## config.mk

```make
export PLATFORM = sky130hd
export DESIGN_NAME = cpu_wb_seq_cla_multiplier
export DESIGN_NICKNAME = d
export VERILOG_FILES = /design/src/rtl/cpu_wb_mul_pkg.sv /design/src/rtl/cpu_wb_cla_adder.sv /design/src/rtl/cpu_wb_seq_cla_multiplier.sv
export SDC_FILE = /design/constraint.sdc
export NUM_CORES = 1
export LEC_CHECK = 0
export CAP_MARGIN = 15
export CELL_PAD_IN_SITES_DETAIL_PLACEMENT = 1
export CELL_PAD_IN_SITES_GLOBAL_PLACEMENT = 1
export CORE_MARGIN = 2
export CORE_UTILIZATION = 47
export CTS_CLUSTER_DIAMETER = 150
export DETAILED_ROUTE_END_ITERATION = 6
export PLACE_DENSITY = 0.82
export SLEW_MARGIN = 20
export SYNTH_ARGS = -nofsm -noshare
export SYNTH_HDL_FRONTEND = slang
export SYNTH_HIERARCHICAL = 1
export SYNTH_SLANG_ARGS = --single-unit
```

## constraint.sdc

```tcl
create_clock -name clk -period 5.8 [get_ports clk]
set_clock_uncertainty 0.2 [all_clocks]
set_input_delay 0.58 -clock clk [delete_from_list [all_inputs] [get_ports clk]]
set_output_delay 0.58 -clock clk [all_outputs]
set_load 0.005 [all_outputs]
```

## src/rtl/cpu_wb_mul_pkg.sv

```systemverilog
// cpu_wb_mul_pkg
//   Shared definitions for the sequential CLA multiplier: the controller state
//   encoding, a constant-foldable ceil(log2) for sizing the iteration counter,
//   and the legality test for the BITS_PER_CYCLE parameter.
package cpu_wb_mul_pkg;

  typedef enum logic [1:0] {
    IDLE = 2'd0,
    BUSY = 2'd1,
    DONE = 2'd2
  } mul_state_e;

  // ceil(log2(n)), never less than 1 so a counter always has at least one bit.
  function automatic int clog2(input int n);
    int r;
    r = 0;
    while ((1 << r) < n) r++;
    return (r < 1) ? 1 : r;
  endfunction

  // Only these retire rates are supported by the adder chain.
  function automatic bit bpc_legal(input int b);
    return (b == 1) || (b == 2) || (b == 4) || (b == 8);
  endfunction

endpackage

```

## src/rtl/cpu_wb_cla_adder.sv

```systemverilog
// cpu_wb_cla_adder
//   Combinational carry-look-ahead adder built from 4-bit look-ahead groups.
//   Inside a group every carry is formed from the group's generate/propagate
//   prefix and the group carry-in; groups are chained by their group G/P.
//   Widths that are not a multiple of 4 are zero-padded internally.
// Ports:
//   a, b       in  DATA_WID  addends
//   carry_in   in  1         carry into bit 0
//   sum        out DATA_WID  a + b + carry_in (low DATA_WID bits)
//   carry_out  out 1         carry out of bit DATA_WID-1
module cpu_wb_cla_adder #(
  parameter int DATA_WID = 32
) (
  input  logic [DATA_WID-1:0] a,
  input  logic [DATA_WID-1:0] b,
  input  logic                carry_in,
  output logic [DATA_WID-1:0] sum,
  output logic                carry_out
);

  localparam int NG = (DATA_WID + 3) / 4;
  localparam int PW = NG * 4;

  logic [PW-1:0] ap, bp, g, p;
  logic [PW:0]   cb;   // carry into each bit; cb[PW] is the final group carry
  logic          gg, gp, gc;

  always_comb begin
    ap = '0;
    bp = '0;
    ap[DATA_WID-1:0] = a;
    bp[DATA_WID-1:0] = b;
    g  = ap & bp;
    p  = ap ^ bp;
    cb = '0;
    gc = carry_in;
    gg = 1'b0;
    gp = 1'b1;
    for (int grp = 0; grp < NG; grp++) begin
      gg = 1'b0;
      gp = 1'b1;
      for (int j = 0; j < 4; j++) begin
        // carry into this bit = prefix-generate | prefix-propagate & group cin
        cb[grp*4 + j] = gg | (gp & gc);
        gg = g[grp*4 + j] | (p[grp*4 + j] & gg);
        gp = gp & p[grp*4 + j];
      end
      gc = gg | (gp & gc);
    end
    cb[PW] = gc;
  end

  assign sum       = p[DATA_WID-1:0] ^ cb[DATA_WID-1:0];
  assign carry_out = cb[DATA_WID];

endmodule

```

## src/rtl/cpu_wb_seq_cla_multiplier.sv

```systemverilog
// cpu_wb_seq_cla_multiplier
//   Iterative shift-add multiplier. Each BUSY cycle retires BITS_PER_CYCLE
//   multiplier bits through a chain of cpu_wb_cla_adder instances. A BUSY
//   cycle beyond the N iterations applies the optional sign correction and
//   registers the product, so latency is always N+1 edges from accept.
//   Optional feature macro: CPU_WB_MUL_SIGNED_EN (two's complement operands
//   when in_signed=1). Without it in_signed is ignored.
// Handshakes: a transfer happens on a rising edge where valid && ready.
//   in_ready is high only in IDLE, out_valid only in DONE; both are registered,
//   so neither depends combinationally on the opposite side's inputs.
// Ports:
//   clk, rst_n       clock, asynchronous active-low reset
//   flush            synchronous abort to IDLE, discards in-flight work
//   in_valid/ready   operand handshake; in_signed, multicand, multiplier
//   out_valid/ready  result handshake; product (full width, held in DONE)
module cpu_wb_seq_cla_multiplier
  import cpu_wb_mul_pkg::*;
#(
  parameter int MULTICAND_WID  = 32,
  parameter int MULTIPLIER_WID = 32,
  parameter int BITS_PER_CYCLE = 1
) (
  input  logic                                    clk,
  input  logic                                    rst_n,
  input  logic                                    flush,
  input  logic                                    in_valid,
  output logic                                    in_ready,
  input  logic                                    in_signed,
  input  logic [MULTICAND_WID-1:0]                multicand,
  input  logic [MULTIPLIER_WID-1:0]               multiplier,
  output logic                                    out_valid,
  input  logic                                    out_ready,
  output logic [MULTICAND_WID+MULTIPLIER_WID-1:0] product
);

  localparam int N        = MULTIPLIER_WID / BITS_PER_CYCLE;
  localparam int CNT_W    = clog2(N + 1);
  localparam int PROD_WID = MULTICAND_WID + MULTIPLIER_WID;

  if (!bpc_legal(BITS_PER_CYCLE)) begin : g_bad_bpc
    $error("BITS_PER_CYCLE must be 1, 2, 4 or 8");
  end
  if ((MULTIPLIER_WID % BITS_PER_CYCLE) != 0) begin : g_bad_wid
    $error("MULTIPLIER_WID must be a multiple of BITS_PER_CYCLE");
  end

  mul_state_e                state_q;
  logic [CNT_W-1:0]          cnt_q;
  logic [MULTICAND_WID-1:0]  mc_q;
  logic [MULTICAND_WID-1:0]  acc_q;
  logic [MULTIPLIER_WID-1:0] mult_q;
  logic                      sign_q;
  logic                      in_ready_q;
  logic                      out_valid_q;
  logic [PROD_WID-1:0]       product_q;

  // Operand conditioning at accept time.
  logic [MULTICAND_WID-1:0]  mc_mag;
  logic [MULTIPLIER_WID-1:0] mp_mag;
  logic                      sign_in;

`ifdef CPU_WB_MUL_SIGNED_EN
  logic neg_mc, neg_mp;
  always_comb begin
    neg_mc  = in_signed & multicand[MULTICAND_WID-1];
    neg_mp  = in_signed & multiplier[MULTIPLIER_WID-1];
    // The most-negative value negates to itself, which read as unsigned is
    // exactly its magnitude, so no extra bit is needed.
    mc_mag  = neg_mc ? -multicand : multicand;
    mp_mag  = neg_mp ? -multiplier : multiplier;
    sign_in = neg_mc ^ neg_mp;
  end
`else
  logic unused_in_signed;
  assign unused_in_signed = in_signed;
  always_comb begin
    mc_mag  = multicand;
    mp_mag  = multiplier;
    sign_in = 1'b0;
  end
`endif

  // Adder chain: each stage adds the multiplicand when the current multiplier
  // LSB is set, then shifts {carry, sum, mult} right by one. The carry-out
  // becomes the accumulator MSB after the shift.
  for (genvar k = 0; k < BITS_PER_CYCLE; k++) begin : g_step
    logic [MULTICAND_WID-1:0]  acc_in, acc_out, addend, sum_k;
    logic [MULTIPLIER_WID-1:0] mult_in, mult_out;
    logic                      cout_k;

    if (k == 0) begin : g_first
      assign acc_in  = acc_q;
      assign mult_in = mult_q;
    end else begin : g_next
      assign acc_in  = g_step[k-1].acc_out;
      assign mult_in = g_step[k-1].mult_out;
    end

    assign addend = mult_in[0] ? mc_q : '0;

    cpu_wb_cla_adder #(
      .DATA_WID (MULTICAND_WID)
    ) u_cla (
      .a         (acc_in),
      .b         (addend),
      .carry_in  (1'b0),
      .sum       (sum_k),
      .carry_out (cout_k)
    );

    assign acc_out  = {cout_k, sum_k[MULTICAND_WID-1:1]};
    assign mult_out = {sum_k[0], mult_in[MULTIPLIER_WID-1:1]};
  end

  logic [PROD_WID-1:0] raw_prod;
  assign raw_prod = {acc_q, mult_q};

  always_ff @(posedge clk or negedge rst_n) begin
    if (!rst_n) begin
      state_q     <= IDLE;
      cnt_q       <= '0;
      mc_q        <= '0;
      acc_q       <= '0;
      mult_q      <= '0;
      sign_q      <= 1'b0;
      in_ready_q  <= 1'b1;
      out_valid_q <= 1'b0;
      product_q   <= '0;
    end else if (flush) begin
      state_q     <= IDLE;
      cnt_q       <= '0;
      in_ready_q  <= 1'b1;
      out_valid_q <= 1'b0;
    end else begin
      case (state_q)
        IDLE: begin
          if (in_valid) begin
            mc_q       <= mc_mag;
            mult_q     <= mp_mag;
            acc_q      <= '0;
            sign_q     <= sign_in;
            cnt_q      <= '0;
            in_ready_q <= 1'b0;
            state_q    <= BUSY;
          end
        end
        BUSY: begin
          if (cnt_q == CNT_W'(N)) begin
            // All N iterations done: apply sign and publish.
            product_q   <= sign_q ? -raw_prod : raw_prod;
            out_valid_q <= 1'b1;
            state_q     <= DONE;
          end else begin
            acc_q  <= g_step[BITS_PER_CYCLE-1].acc_out;
            mult_q <= g_step[BITS_PER_CYCLE-1].mult_out;
            cnt_q  <= cnt_q + CNT_W'(1);
          end
        end
        DONE: begin
          if (out_ready) begin
            out_valid_q <= 1'b0;
            in_ready_q  <= 1'b1;
            state_q     <= IDLE;
          end
        end
        default: begin
          state_q     <= IDLE;
          in_ready_q  <= 1'b1;
          out_valid_q <= 1'b0;
        end
      endcase
    end
  end

  assign in_ready  = in_ready_q;
  assign out_valid = out_valid_q;
  assign product   = product_q;

endmodule

```

# After elaboration in Yosys (flattened, before gate mapping)
# Index checks and enable logic that the tools add are counted.
# Widths: inputs -> output; s select.
dict set report word_totals {
  regBits 170
  out_inout_bits 66
  word_cells 183
}
dict set report classes {
  addsub 1
  eq_ne 11
  n_mux 24
  bitwise_logic 129
  n_reduce_logical 10
}
# operator n
set ops {}
lappend ops {{$mux 32} 5}
lappend ops {{$pmux 32 s2} 2}
lappend ops {{$and 1x1->1} 73}
lappend ops {{$xor 32x32->32} 2}
lappend ops {{$or 1x1->1} 52}
lappend ops {{$and 32x32->32} 1}
lappend ops {{$mux 6} 3}
lappend ops {{$reduce_and 3->1} 6}
lappend ops {{$ne 3x3->1 const B} 4}
lappend ops {{$pmux 6 s2} 1}
lappend ops {{$mux 2} 4}
lappend ops {{$ne 2x2->1 const B} 4}
lappend ops {{$add 6x1->6 const B} 1}
lappend ops {{$eq 6x6->1 const B} 1}
lappend ops {{$mux 1} 6}
lappend ops {{$pmux 1 s3} 2}
lappend ops {{$pmux 2 s3} 1}
lappend ops {{$reduce_and 4->1} 1}
lappend ops {{$reduce_bool 3->1} 1}
lappend ops {{$eq 2x1->1 const B} 1}
lappend ops {{$eq 2x2->1 const B} 1}
lappend ops {{$logic_not 2->1} 1}
lappend ops {{$reduce_bool 2->1} 1}
lappend ops {{$not 1->1} 1}

# Depth between registers and ports, before layout
# Gate-level depths: netlist of run 1.
dict set report depth {
  word_depth 25
  mapped_depth 14
}

# By module
# The synthesis of run 1 kept the hierarchy.
# module n_inst cells_each area_each_um2 seq_area_each_um2
set modules_own_cells {}
lappend modules_own_cells {cpu_wb_seq_cla_multiplier 1 513 7250.7 4255.3}
lappend modules_own_cells {cpu_wb_cla_adder 1 169 1417.6 0.0}

# Least setup slack after synthesis of run 1
# No wires, ideal clock.
dict set report synth_timing {
  path_type {reg2reg}
  startpoint {register mult_q[0] (netlist: g_step[0].mult_in[0])}
  endpoint {register acc_q[28]}
  setup_ns 0.121
  t_arrival_ns 2.901
  required_ns 5.479
  slack_ns 2.578
  stages_incl_launch_ff 15
  n_path_buf 1
  synth_period_minus_slack_ns 3.222
  cell_sequence {dfrtp_1 -> clkbuf_1 -> and2_1 -> ha_1 -> o21ai_0 -> o21ai_1 -> a22oi_2 -> a31oi_4 -> a21oi_4 -> nor2b_1 -> nor2_1 -> o21bai_1 -> fa_1 -> xor2_1 -> a22o_1}
}
dict set report synth_via {
  elab_chain_len 25
  elab_cells_between_ends 80
  classes_between {3 x mux; 77 x bitwise}
}
# item line_no
set synth_lines {}
lappend synth_lines {{start, declared} cpu_wb_seq_cla_multiplier.sv:51} ;# logic [MULTIPLIER_WID-1:0] mult_q;
lappend synth_lines {{start signal, assigned} cpu_wb_seq_cla_multiplier.sv:139} ;# mult_q <= mp_mag;
lappend synth_lines {{start signal, assigned} cpu_wb_seq_cla_multiplier.sv:155} ;# mult_q <= g_step[BITS_PER_CYCLE-1].mult_out;
lappend synth_lines {{$mux 32 *} cpu_wb_seq_cla_multiplier.sv:99} ;# assign addend = mult_in[0] ? mc_q : '0;
lappend synth_lines {{named net g_step[0].addend[1]} cpu_wb_seq_cla_multiplier.sv:87} ;# logic [MULTICAND_WID-1:0] acc_in, acc_out, addend, sum_k;
lappend synth_lines {{$xor 32x32->32} cpu_wb_cla_adder.sv:34} ;# p = ap ^ bp;
lappend synth_lines {{$and 1x1->1} cpu_wb_cla_adder.sv:45} ;# gg = g[grp*4 + j] | (p[grp*4 + j] & gg);
lappend synth_lines {{$or 1x1->1 *} cpu_wb_cla_adder.sv:45}
lappend synth_lines {{$and 1x1->1 *} cpu_wb_cla_adder.sv:45}
lappend synth_lines {{$or 1x1->1 *} cpu_wb_cla_adder.sv:45}
lappend synth_lines {{$and 1x1->1 *} cpu_wb_cla_adder.sv:45}
lappend synth_lines {{[... 11 more ...]} --}
lappend synth_lines {{$and 1x1->1 *} cpu_wb_cla_adder.sv:48} ;# gc = gg | (gp & gc);
lappend synth_lines {{$or 1x1->1 *} cpu_wb_cla_adder.sv:48}
lappend synth_lines {{$and 1x1->1 *} cpu_wb_cla_adder.sv:44} ;# cb[grp*4 + j] = gg | (gp & gc);
lappend synth_lines {{$or 1x1->1 *} cpu_wb_cla_adder.sv:44}
lappend synth_lines {{$xor 32x32->32 *} cpu_wb_cla_adder.sv:53} ;# assign sum = p[DATA_WID-1:0] ^ cb[DATA_WID-1:0];
lappend synth_lines {{named net g_step[0].sum_k[29]} cpu_wb_seq_cla_multiplier.sv:87}
lappend synth_lines {{$mux 32 *} cpu_wb_seq_cla_multiplier.sv:148} ;# if (cnt_q == CNT_W'(N)) begin
lappend synth_lines {{$pmux 32 s2 *} cpu_wb_seq_cla_multiplier.sv:135} ;# case (state_q)
lappend synth_lines {{end signal, assigned} cpu_wb_seq_cla_multiplier.sv:154} ;# acc_q <= g_step[BITS_PER_CYCLE-1].acc_out;
lappend synth_lines {{end, declared} cpu_wb_seq_cla_multiplier.sv:50} ;# logic [MULTICAND_WID-1:0] acc_q;
# Mark *: on every way through the listed nets, which the timed path passes. The rest lies on a longest branch. The select of a mux whose other input is x is not followed.
# A chain may end at the register's enable or synchronous reset.

# Worst setup path in the final report of run 1
# Same ends and word-level chain as after synthesis.

==> reports/metrics.csv, run 1 <==
stage,metric,value,unit
status,outcome,"finished, violations left",
status,failing checks,hold timing,
setup_path,reg2reg setup slack,1.68,ns
sta,final worst setup slack,1.68,ns
logic_synthesis,syn_area_per_cell,12.7,µm²
routing,Post-DRT Antenna Nets,0,
power_and_ir_drop,Power Dens Cells,351,mW/mm²
logic_synthesis,number of enable flip-flop cells after synthesis,0,
floorplanning,I/O Pins,136,
sta,fmax,243,MHz
sta,final hold violation count,9,
power_and_ir_drop,P_sw,1.24,mW
logic_synthesis,"Distinct cells, synth",61,
routing,vias per inst,5.62,
cts,# resized after CTS,0,
global_route,global-route wire length before repair,35600,µm
sta,worst-margin pin slew,1.00,ns
setup_path,"Largest stage delay, worst path",0.94,ns
sta,unrepaired setup endpoints after global routing,no,
power_and_ir_drop,worst ir drop on vdd,0.000201,V
logic_synthesis,ys flop type,dfrtp_1,
routing,TritonRoute pass-1 iters,4,
logic_synthesis,top-area cell type share of the netlist area,48.8,%
cts,CTS tree,built,
setup_path,R2R depth,13,
routing,wire length per cell,20.5,µm
setup_path,CP max-delay cell,dfrtp_1,
logic_synthesis,xor/xnor cell area share of the yosys netlist,2.22,%
floorplanning,die area,0.0195,mm²
cts,Num CTS Buffers,17,
cells_and_area,share of layout cells above drive strength 1,18.8,%
floorplanning,Initial Utilization,48.1,%
setup_path,Worst EP required,5.92,ns
cts,Post-CTS Setup Bufs,0,
routing,# DRC,0,
logic_synthesis,post-synthesis adder-cell area fraction,6.76,%
setup_path,"Critical Path, Cell by Cell",and2_1 > ha_1 > o21ai_0 > o21ai_1 > a22oi_2 > a31oi_4 > a21oi_4 > nor2b_1 > nor2_1 > o21bai_1 > fa_1 > xor2_1 > a22o_1,
placement,Port-buffer cells,134,
sta,Tcrit/Tclk final,71.1,%
logic_synthesis,register area share after synthesis,49.1,%
placement,GPL Wtd Cong,0.818,
global_route,initial antenna violation count,0,
placement,Place WS,1.76,ns
sta,Hold Slack,-0.0185,ns
cells_and_area,Final #Nets,920,
logic_synthesis,Yosys top cell by area,dfrtp_1,
logic_synthesis,post-synthesis simple-gate area fraction,8.17,%
global_route,largest net degree at the start of global routing,114,
floorplanning,# rows,49,
cts,clk slew on worst S/H paths,0.07,ns
logic_synthesis,Synth Register Bits,170,
logic_synthesis,Syn. warnings,6,
placement,DP HPWL,14000,µm
sta,final setup violating endpoints,0,
floorplanning,Die Ht,140,µm
logic_synthesis,compound-gate portion of the synthesized area,10.9,%
run,max_cap viols,0,
cells_and_area,area of the multi-input gates,0.00410,mm²
setup_path,RR Startpoint,g_step[0].mult_in[0],
cts,worst skew pair latency,0.43,ns
sta,Post-Route Setup TNS,0,ns
setup_path,Crit. End Element,flop,
cts,CTS Hold Bufs,0,
power_and_ir_drop,Sw Ratio,33.2,%
global_route,grt ovf,0,
floorplanning,chip width,140,µm
sta,final-report max-slew violation count,0,
cts,Max Root-Sink Buffers,2,
power_and_ir_drop,internal power,2.50,mW
logic_synthesis,mapped cell area,0.00867,mm²
logic_synthesis,post-synthesis async set-or-reset flop share,100,%
cells_and_area,# fillers,1813,
routing,WL final,21500,µm
cts,CTS H-tree depth,4,
sta,Final min period,4.12,ns
routing,vias,5901,
power_and_ir_drop,clock share of power,29.5,%
cells_and_area,Register Area,0.00426,mm²
setup_path,WS Path Type,flop to flop,
cells_and_area,diode count,0,
routing,DRT iter0 DRCs,195,
power_and_ir_drop,Design Power,3.74,mW
logic_synthesis,cells after synthesis,682,
setup_path,Critical Path Fanout Max,34,
setup_path,CP arrival,4.24,ns
logic_synthesis,largest family of logic cells by synthesized area,multiplexers,
setup_path,R2R Path End,acc_q[28],
global_route,global-route usage over all layers,22.9,%
power_and_ir_drop,P_leak,4.81,nW
cells_and_area,Area growth syn-to-layout,22.8,%
floorplanning,area of the core,0.0180,mm²
power_and_ir_drop,combinational share of power,28.7,%
worst_hold_path,Hold Path Class,primary input to async pin,
logic_synthesis,synth top area cells,"dfrtp_1, mux2_4, ha_1",
logic_synthesis,multiplexer share of the synthesized area,19.0,%
power_and_ir_drop,share of power burned in registers,41.8,%
cts,CTS Sinks,170,
setup_path,CP Launch Type,flop,
sta,Slew headroom,33.1,%
global_route,vias in the first global route,6708,
cts,CTS root buf,clkbuf_16,
[per-stage QoR]
stage	hold slack (ns)	instance area, µm²	instances	utilization, %
2_1_floorplan	0.0844	8680	684	-
3_3_place_gp	0.284	10100	1018	55.9
3_5_place_dp	0.290	10100	1018	55.9
4_1_cts	0.143	10600	1050	59.0
5_1_grt	0.134	10600	1050	59.1
6_report	-0.0185	10600	1050	59.1
[cells by family (layout without fill, tap and decap cells)]
kind of cell | Yosys count | in the layout
adders and majority gates | 42 | 42
buffers and inverters | 50 | 187
AOI/OAI and AO/OA | 131 | 131
muxes | 130 | 130
xor gates and xnor gates | 22 | 22
other | 1 | 3
and+or+nand+nor | 136 | 136
DFF | 170 | 170
[cells in the final DEF, fill, tap and decap left out, types with 2 or more instances in the layout]
master           instances
xor2_1                  11
nor2b_1                  5
a22o_1                  32
clkbuf_16               17
clkinvlp_4               2
clkdlybuf4s50_1        133
ha_1                    34
a21o_2                   2
a211oi_1                 2
clkinv_2                 4
clkinv_4                 5
mux2_4                  60
o21a_1                   2
o21bai_1                 2
dfrtp_1                169
o21ai_0                 14
nand2b_1                 6
nand4_1                  3
nor2_1                  53
fa_1                     8
inv_1                   17
nand2_1                 16
and2_1                  32
mux2i_1                 34
conb_1                   3
clkbuf_8                 2
xnor2_1                 11
mux2_2                  36
a31oi_1                  2
a21oi_1                 50
a21oi_4                  2
inv_6                    2
a21o_1                   7
buf_4                    3
nand3_1                  7
[synth_stat cells (8+ instances only)]
library cell,n
dfrtp_1,169
mux2_4,60
nor2_1,54
a21oi_1,50
mux2_2,36
ha_1,34
mux2i_1,34
a22o_1,32
and2_1,32
inv_1,17
nand2_1,16
buf_2,14
o21ai_0,14
xnor2_1,11
xor2_1,11
fa_1,8
[registers in the layout, indices dropped and copies added, names as in the netlist]
| signal | flops |
|---|---|
| acc_q | 32 |
| product | 64 |
| g_step.mult_in | 32 |
| mc_q | 32 |
| state_q | 2 |
| out_valid | 1 |
| in_ready | 1 |
| cnt_q | 6 |
[layout make-up]
class,count,area share (%)
clock buffer,19,4.16
clock inverter,13,1.14
sequential,170,40.0
tap,229,2.69
timing repair buffer,137,12.8
multi-input combinational,464,38.5
inverter,18,0.647
[layer usage]
layer / wire length (µm) / part of all wire, % / vias up / global-route usage, %
met4: 285 / 1.3 / 0 / 6.16
met1: 9210 / 43 / 3074 / 28.5
met3: 872 / 4.1 / 22 / 4.78
met5: 0 / 0 / - / 0
met2: 11100 / 52 / 141 / 40.6
li1: - / - / 2664 / -
[power by group through the flow]
| stage | logic, mW | clock network, mW | registers, mW |
|---|---|---|---|
| detailed placement | 1.04 | 0 | 1.58 |
| global route | 1.19 | 1.18 | 1.59 |
| global placement | 0.960 | 0 | 1.57 |
| finish | 1.07 | 1.10 | 1.56 |
| floorplan | 0.798 | 0 | 1.51 |
| CTS | 1.08 | 1.12 | 1.57 |
[worst max-delay path: cells and delay by family, from the launching register on]
family	cells	cell delay [ns]
adders and majority gates	2	0.68
AOI/OAI and AO/OA	7	1.47
and+or+nand+nor	3	0.52
xor gates and xnor gates	1	0.19
DFF	1	0.94
[worst max path at each step]
| stage | slack, ns | endpoint | from | cells past startpoint |
|---|---|---|---|---|
| after detailed placement | 1.76 | acc_q[28] | g_step[0].mult_in[0] | 13 |
| after CTS | 1.61 | acc_q[28] | g_step[0].mult_in[0] | 13 |
| after floorplan | 2.58 | acc_q[28] | g_step[0].mult_in[0] | 14 |
| final | 1.68 | acc_q[28] | g_step[0].mult_in[0] | 13 |
| after global placement | 1.85 | acc_q[28] | g_step[0].mult_in[0] | 13 |
| after global routing | 1.35 | acc_q[28] | g_step[0].mult_in[0] | 13 |
Power figures use the tool's default switching activity.
==> run 2: changes to the inputs <==
--- a/config.mk
+++ b/config.mk
@@ -9,10 +9,10 @@
 export CELL_PAD_IN_SITES_DETAIL_PLACEMENT = 1
 export CELL_PAD_IN_SITES_GLOBAL_PLACEMENT = 1
 export CORE_MARGIN = 2
-export CORE_UTILIZATION = 47
+export CORE_UTILIZATION = 40
 export CTS_CLUSTER_DIAMETER = 150
 export DETAILED_ROUTE_END_ITERATION = 6
-export PLACE_DENSITY = 0.82
+export PLACE_DENSITY = 0.74
 export SLEW_MARGIN = 20
 export SYNTH_ARGS = -nofsm -noshare
 export SYNTH_HDL_FRONTEND = slang
==> constraint.sdc (replaced) <==
create_clock -name clk -period 3.64 [get_ports clk]
set_clock_uncertainty 0.2 [all_clocks]
set_input_delay 0.364 -clock clk [delete_from_list [all_inputs] [get_ports clk]]
set_output_delay 0.364 -clock clk [all_outputs]
set_load 0.005 [all_outputs]
==> reports/metrics.csv, run 2 (synthesis results as in run 1) <==
stage,metric,value,unit,change
status,outcome,"finished, final reports clean",,
setup_path,WS Path Type,flop to flop,,
sta,Final min period,3.53,ns,-0.587 ns
run,max_cap viols,0,,unchanged
cts,worst skew pair latency,0.43,ns,about the same
setup_path,CP Launch Type,flop,,
routing,# DRC,0,,unchanged
global_route,vias in the first global route,6470,,-3.5%
routing,vias per inst,5.24,,-6.7%
cells_and_area,"commonest non-fill, non-tap cell in the layout",dfrtp_1,,
cells_and_area,share of layout cells above drive strength 1,21.0,%,+2.2 points
setup_path,RR Startpoint,g_step[0].mult_in[0],,
setup_path,Crit. End Element,flop,,
floorplanning,# rows,53,,+8.2%
sta,final setup violating endpoints,0,,unchanged
cells_and_area,max reg flops,64,,unchanged
power_and_ir_drop,P_sw,2.04,mW,+64%
placement,GPL Wtd Cong,0.826,,+1.1%
floorplanning,area of the core,0.0212,mm²,+17%
power_and_ir_drop,share of power burned in registers,40.6,%,-1.2 points
power_and_ir_drop,combinational share of power,28.9,%,+0.2 points
setup_path,Setup crit start,g_step[0].mult_in[0],,
global_route,largest net degree at the start of global routing,72,,-37%
sta,fmax,283,MHz,+17%
cells_and_area,Final #Nets,939,,+2.1%
cts,CTS Sinks,170,,unchanged
placement,Port-buffer cells,134,,unchanged
global_route,grt ovf,0,,unchanged
cts,clk slew on worst S/H paths,0.07,ns,about the same
setup_path,CP max-delay cell,dfrtp_2,,
floorplanning,I/O Pins,136,,unchanged
cts,Num CTS Buffers,17,,unchanged
cells_and_area,# fillers,2168,,+20%
global_route,initial antenna violation count,0,,unchanged
global_route,global-route usage over all layers,18.4,%,-4.6 points
routing,TritonRoute pass-1 iters,4,,unchanged
cells_and_area,diode count,0,,unchanged
global_route,global-route wire length before repair,33100,µm,-7.1%
sta,worst-margin pin slew,0.702,ns,-0.299 ns
power_and_ir_drop,internal power,4.05,mW,+62%
sta,Tcrit/Tclk final,97.1,%,+26 points
cells_and_area,"commonest non-fill, non-tap cells in the layout","dfrtp_1, clkdlybuf4s50_1, mux2_4",,
power_and_ir_drop,Power Dens Cells,557,mW/mm²,+59%
sta,final-report max-slew violation count,0,,unchanged
routing,wire length per cell,18.5,µm,-9.8%
routing,WL final,20600,µm,-4.2%
floorplanning,Initial Utilization,41.0,%,-7.1 points
setup_path,Worst EP required,3.77,ns,-2.15 ns
floorplanning,Die Ht,151,µm,+8.2%
power_and_ir_drop,P_leak,4.93,nW,+2.4%
setup_path,reg2reg setup slack,0.11,ns,-1.57 ns
sta,unrepaired setup endpoints after global routing,yes,,
power_and_ir_drop,clock share of power,30.5,%,+1.0 points
routing,Post-DRT Antenna Nets,0,,unchanged
setup_path,Critical Path Fanout Max,7,,-79%
placement,DP HPWL,13700,µm,-1.8%
setup_path,"Largest stage delay, worst path",0.47,ns,-0.47 ns
worst_hold_path,Hold Path Class,primary input to async pin,,
cts,Max Root-Sink Buffers,2,,unchanged
sta,Hold Slack,0.296,ns,+0.315 ns
routing,vias,5846,,-0.93%
cts,CTS root buf,clkbuf_16,,
power_and_ir_drop,Sw Ratio,33.5,%,+0.30 points
placement,Placed Area,0.0102,mm²,+1.7%
setup_path,"delay-heaviest family, CP",simple AND/OR/NAND/NOR gates,,
sta,Slew headroom,53.2,%,+20 points
sta,final hold violation count,0,,-9
cts,CTS H-tree depth,4,,unchanged
routing,DRT iter0 DRCs,212,,+8.7%
floorplanning,chip width,151,µm,+8.2%
cells_and_area,design area,0.0109,mm²,+2.7%
power_and_ir_drop,Design Power,6.09,mW,+63%
setup_path,CP arrival,3.66,ns,-0.58 ns
setup_path,Buf/Inv on CP,1,,+1
cts,CTS tree,built,,
cells_and_area,Area growth syn-to-layout,26.1,%,
power_and_ir_drop,worst ir drop on vdd,0.000294,V,+47%
floorplanning,die area,0.0229,mm²,+17%
setup_path,"Critical Path, Cell by Cell",clkbuf_4 > and2_1 > ha_4 > nand4_1 > nor4_2 > a22oi_2 > a31oi_4 > a21oi_4 > nor2b_1 > nor2_2 > o21bai_1 > fa_1 > a22o_1,,
==> run 2: path summary, 6_finish.rpt <==
path                       cells after the start    endpoint
max                                           13   acc_q[27]
min in group clk                               1    mc_q[13]
min                                            2  product[7]
max reg2reg                                   13   acc_q[27]
min reg2reg                                    1    mc_q[13]
max in group asynchronous                      3   acc_q[13]
==> run 2: worst register-to-register path: cells and delay by family (launching register included) <==
family / cells / cell delay, ns
compound gates: 5 / 0.90
buf+inv: 1 / 0.21
simple gates: 5 / 0.91
fa+ha+maj: 2 / 0.75
flops: 1 / 0.47
==> run 2: layout make-up <==
type | count | area (µm²) | area share [%]
Clock buffer | 17 | 425 | 3.89
Clock inverter | 15 | 175 | 1.60
Inverter | 18 | 67.6 | 0.618
Multi-Input combinational cell | 464 | 4120 | 37.7
Timing Repair Buffer | 156 | 1550 | 14.2
Tap cell | 275 | 344 | 3.15
Sequential cell | 170 | 4260 | 38.9
==> run 2: timing repair <==
item	in CTS	in global routing
cloned	0	0
buffers inserted	2	6
hold buffers	1	0
setup endpoints to repair	2	2
gates resized for setup	1	5
pin swaps	1	7
endpoints found under the hold margin	68	0
==> run 2: power by group through the flow <==
stage	Combinational (mW)	Sequential, mW	Clock [mW]
2_1_floorplan	1.27	2.40	0
3_3_place_gp	1.58	2.49	0
3_5_place_dp	1.68	2.51	0
4_1_cts	1.72	2.48	1.91
5_1_grt	1.97	2.52	1.99
6_report	1.76	2.47	1.85
==> run 2: through the flow <==
step / instances / util (%) / setup TNS [ns] / worst slack, ns
after floorplan: 684 / - / 0 / 0.418
after detailed placement: 1074 / 48.4 / -0.162 / -0.136
final: 1115 / 51.7 / 0 / 0.106
after global routing: 1115 / 51.7 / -0.0576 / -0.0352
after CTS: 1109 / 51.4 / 0 / 0.00738
after global placement: 1074 / 48.4 / -0.0548 / -0.0548
==> run 2: layer usage <==
layer  wire length (µm)  up-vias  global-route usage, %
li1                   -     2710                      -
met1               9420     2997                   24.2
met2              10100      119                   30.8
met3                730       20                   3.10
met4                342        0                   6.12
met5                  0        -                      0
==> run 3: changes to the inputs <==
--- a/config.mk
+++ b/config.mk
@@ -8,10 +8,12 @@
 export CAP_MARGIN = 15
 export CELL_PAD_IN_SITES_DETAIL_PLACEMENT = 1
 export CELL_PAD_IN_SITES_GLOBAL_PLACEMENT = 1
+export CORE_ASPECT_RATIO = 0.9
 export CORE_MARGIN = 2
 export CORE_UTILIZATION = 40
 export CTS_CLUSTER_DIAMETER = 150
 export DETAILED_ROUTE_END_ITERATION = 6
+export GPL_TIMING_DRIVEN = 0
 export PLACE_DENSITY = 0.74
 export SLEW_MARGIN = 20
 export SYNTH_ARGS = -nofsm -noshare
==> reports/metrics.csv, run 3 (synthesis results as in run 1) <==
stage,metric,value,unit,change
sta,final hold violation count,0,,unchanged
routing,vias,5956,,+1.9%
cts,Max Root-Sink Buffers,2,,unchanged
cells_and_area,diode count,0,,unchanged
floorplanning,die area,0.0229,mm²,about the same
power_and_ir_drop,Power Dens Cells,562,mW/mm²,+0.96%
status,outcome,"finished, final reports clean",,
worst_hold_path,Hold Path Class,primary input to async pin,,
setup_path,Worst EP required,3.75,ns,-0.02 ns
setup_path,WS Path Type,flop to flop,,
floorplanning,I/O Pins,136,,unchanged
cts,CTS root buf,clkbuf_16,,
cts,Num CTS Buffers,17,,unchanged
sta,Tcrit/Tclk final,97.4,%,+0.36 points
cells_and_area,Final #Nets,965,,+2.8%
floorplanning,Die Ht,144,µm,-5.0%
sta,Final min period,3.55,ns,+0.0130 ns
cts,worst skew pair latency,0.43,ns,about the same
setup_path,CP arrival,3.66,ns,about the same
setup_path,Critical Path Fanout Max,8,,+1
cts,clk slew on worst S/H paths,0.07,ns,about the same
placement,DP HPWL,15900,µm,+16%
routing,TritonRoute pass-1 iters,4,,unchanged
placement,Port-buffer cells,134,,unchanged
cells_and_area,Area growth syn-to-layout,30.2,%,
power_and_ir_drop,worst ir drop on vdd,0.000282,V,-3.8%
cells_and_area,share of layout cells above drive strength 1,24.4,%,+3.4 points
setup_path,Crit. End Element,flop,,
cells_and_area,"commonest non-fill, non-tap cell in the layout",dfrtp_1,,
power_and_ir_drop,P_leak,5.05,nW,+2.6%
setup_path,reg2reg setup slack,0.09,ns,about the same
global_route,initial antenna violation count,0,,unchanged
cells_and_area,max reg flops,64,,unchanged
routing,# DRC,0,,unchanged
floorplanning,# rows,51,,-3.8%
run,max_cap viols,0,,unchanged
cells_and_area,final std cells w/o fill,1156,,+3.7%
routing,DRT iter0 DRCs,206,,-2.8%
routing,Post-DRT Antenna Nets,0,,unchanged
cts,CTS tree,built,,
floorplanning,Initial Utilization,40.4,%,-0.55 points
routing,WL final,22500,µm,+9.6%
sta,unrepaired setup endpoints after global routing,yes,,
sta,final worst setup slack,0.0930,ns,-0.0130 ns
placement,Place WS,-0.274,ns,-0.139 ns
routing,vias per inst,5.15,,-1.7%
cts,CTS Sinks,170,,unchanged
global_route,global-route usage over all layers,19.8,%,+1.5 points
routing,wire length per cell,19.5,µm,+5.7%
cts,CTS H-tree depth,4,,unchanged
floorplanning,area of the core,0.0214,mm²,+1.4%
sta,Slew headroom,59.1,%,+5.9 points
sta,final-report max-slew violation count,0,,unchanged
sta,worst-margin pin slew,0.613,ns,-0.0890 ns
global_route,global-route wire length before repair,35900,µm,+8.5%
global_route,grt ovf,0,,unchanged
cells_and_area,"commonest non-fill, non-tap cells in the layout","dfrtp_1, clkdlybuf4s50_1, mux2_4",,
global_route,largest net degree at the start of global routing,71,,-1.4%
placement,DP Cell Count,1111,,+3.4%
floorplanning,chip width,159,µm,+5.3%
global_route,vias in the first global route,6653,,+2.8%
placement,GPL Wtd Cong,0.810,,-2.0%
sta,fmax,282,MHz,-0.37%
setup_path,CP Launch Type,flop,,
sta,final setup violating endpoints,0,,unchanged
run 3: cell count changes in the layout (fill, tap and decap cells not counted), moves of 5 or more:
cell | before | now
ha_1 | 33 | 27
ha_4 | 1 | 7
clkbuf_1 | 0 | 5
buf_2 | 0 | 16
run 3: cell type report:
cell class                      count  area [µm²]
Buffer                             32         283
Clock buffer                       18         429
Clock inverter                     13         170
Fill cell                        2217       10200
Inverter                           18        67.6
Multi-Input combinational cell    464        4210
Sequential cell                   170        4260
Tap cell                          291         364
Timing Repair Buffer              150        1510
run 3: path summary, 6_finish.rpt:
check                                startpoint   endpoint  cells after the start
max                        g_step[0].mult_in[0]  acc_q[28]                     15
max in group asynchronous                 rst_n   in_ready                      3
min                                       rst_n   mc_q[12]                      2
min in group clk                        mc_q[1]    mc_q[1]                      1
max reg2reg                g_step[0].mult_in[0]  acc_q[28]                     15
min reg2reg                             mc_q[1]    mc_q[1]                      1
run 3: routing by layer:
| layer | part of all wire (%) | global-route usage [%] | wire length [µm] | up-vias |
|---|---|---|---|---|
| met4 | 2.2 | 6.60 | 495 | 0 |
| met1 | 45 | 25.4 | 10200 | 3074 |
| li1 | - | - | - | 2753 |
| met3 | 2.5 | 3.38 | 553 | 34 |
| met5 | 0 | 0 | 0 | - |
| met2 | 50 | 34.5 | 11300 | 95 |
run 3: stage by stage:
step                      total power [mW]  util (%)  hold WS (ns)  instance area [µm²]  TNS (ns)
after floorplan                       3.67         -        -0.132                 8680         0
final                                 6.35      52.6         0.217                11300         0
after detailed placement              4.22      48.7        0.0890                10400    -0.439
after CTS                             6.18      51.7         0.224                11100  -0.00669
after global routing                  6.72      52.6         0.261                11300   -0.0748
after global placement                4.08      48.4         0.286                10400   -853.37
run 3: timing repair:
item	4_1_cts	5_1_grt
gates resized for setup	7	37
hold endpoints to repair	45	0
pin swaps	3	15
endpoints found under the setup margin	2	3
setup buffers	3	8
cloned	0	2
hold buffers	1	0
run 3: worst max-delay path: stages (launching register included):
cell and delay, ns:
dfrtp_2 0.51, buf_6 0.17, and2_4 0.15, ha_4 0.26
buf_4 0.15, nand3_1 0.11, nand2_1 0.10, a41oi_4 0.26
a31oi_4 0.18, a21oi_4 0.17, nor2b_1 0.07, nor2_1 0.17
o21bai_1 0.13, fa_1 0.42, xor2_1 0.17, a22o_1 0.21
run 3: power breakdown:
| part | internal, mW | total (mW) | leakage, nW | switching [mW] |
|---|---|---|---|---|
| registers | 2.19 | 2.50 | 2.18 | 0.316 |
| clock network | 1.09 | 1.89 | 0.277 | 0.810 |
| logic | 0.994 | 1.95 | 2.60 | 0.956 |
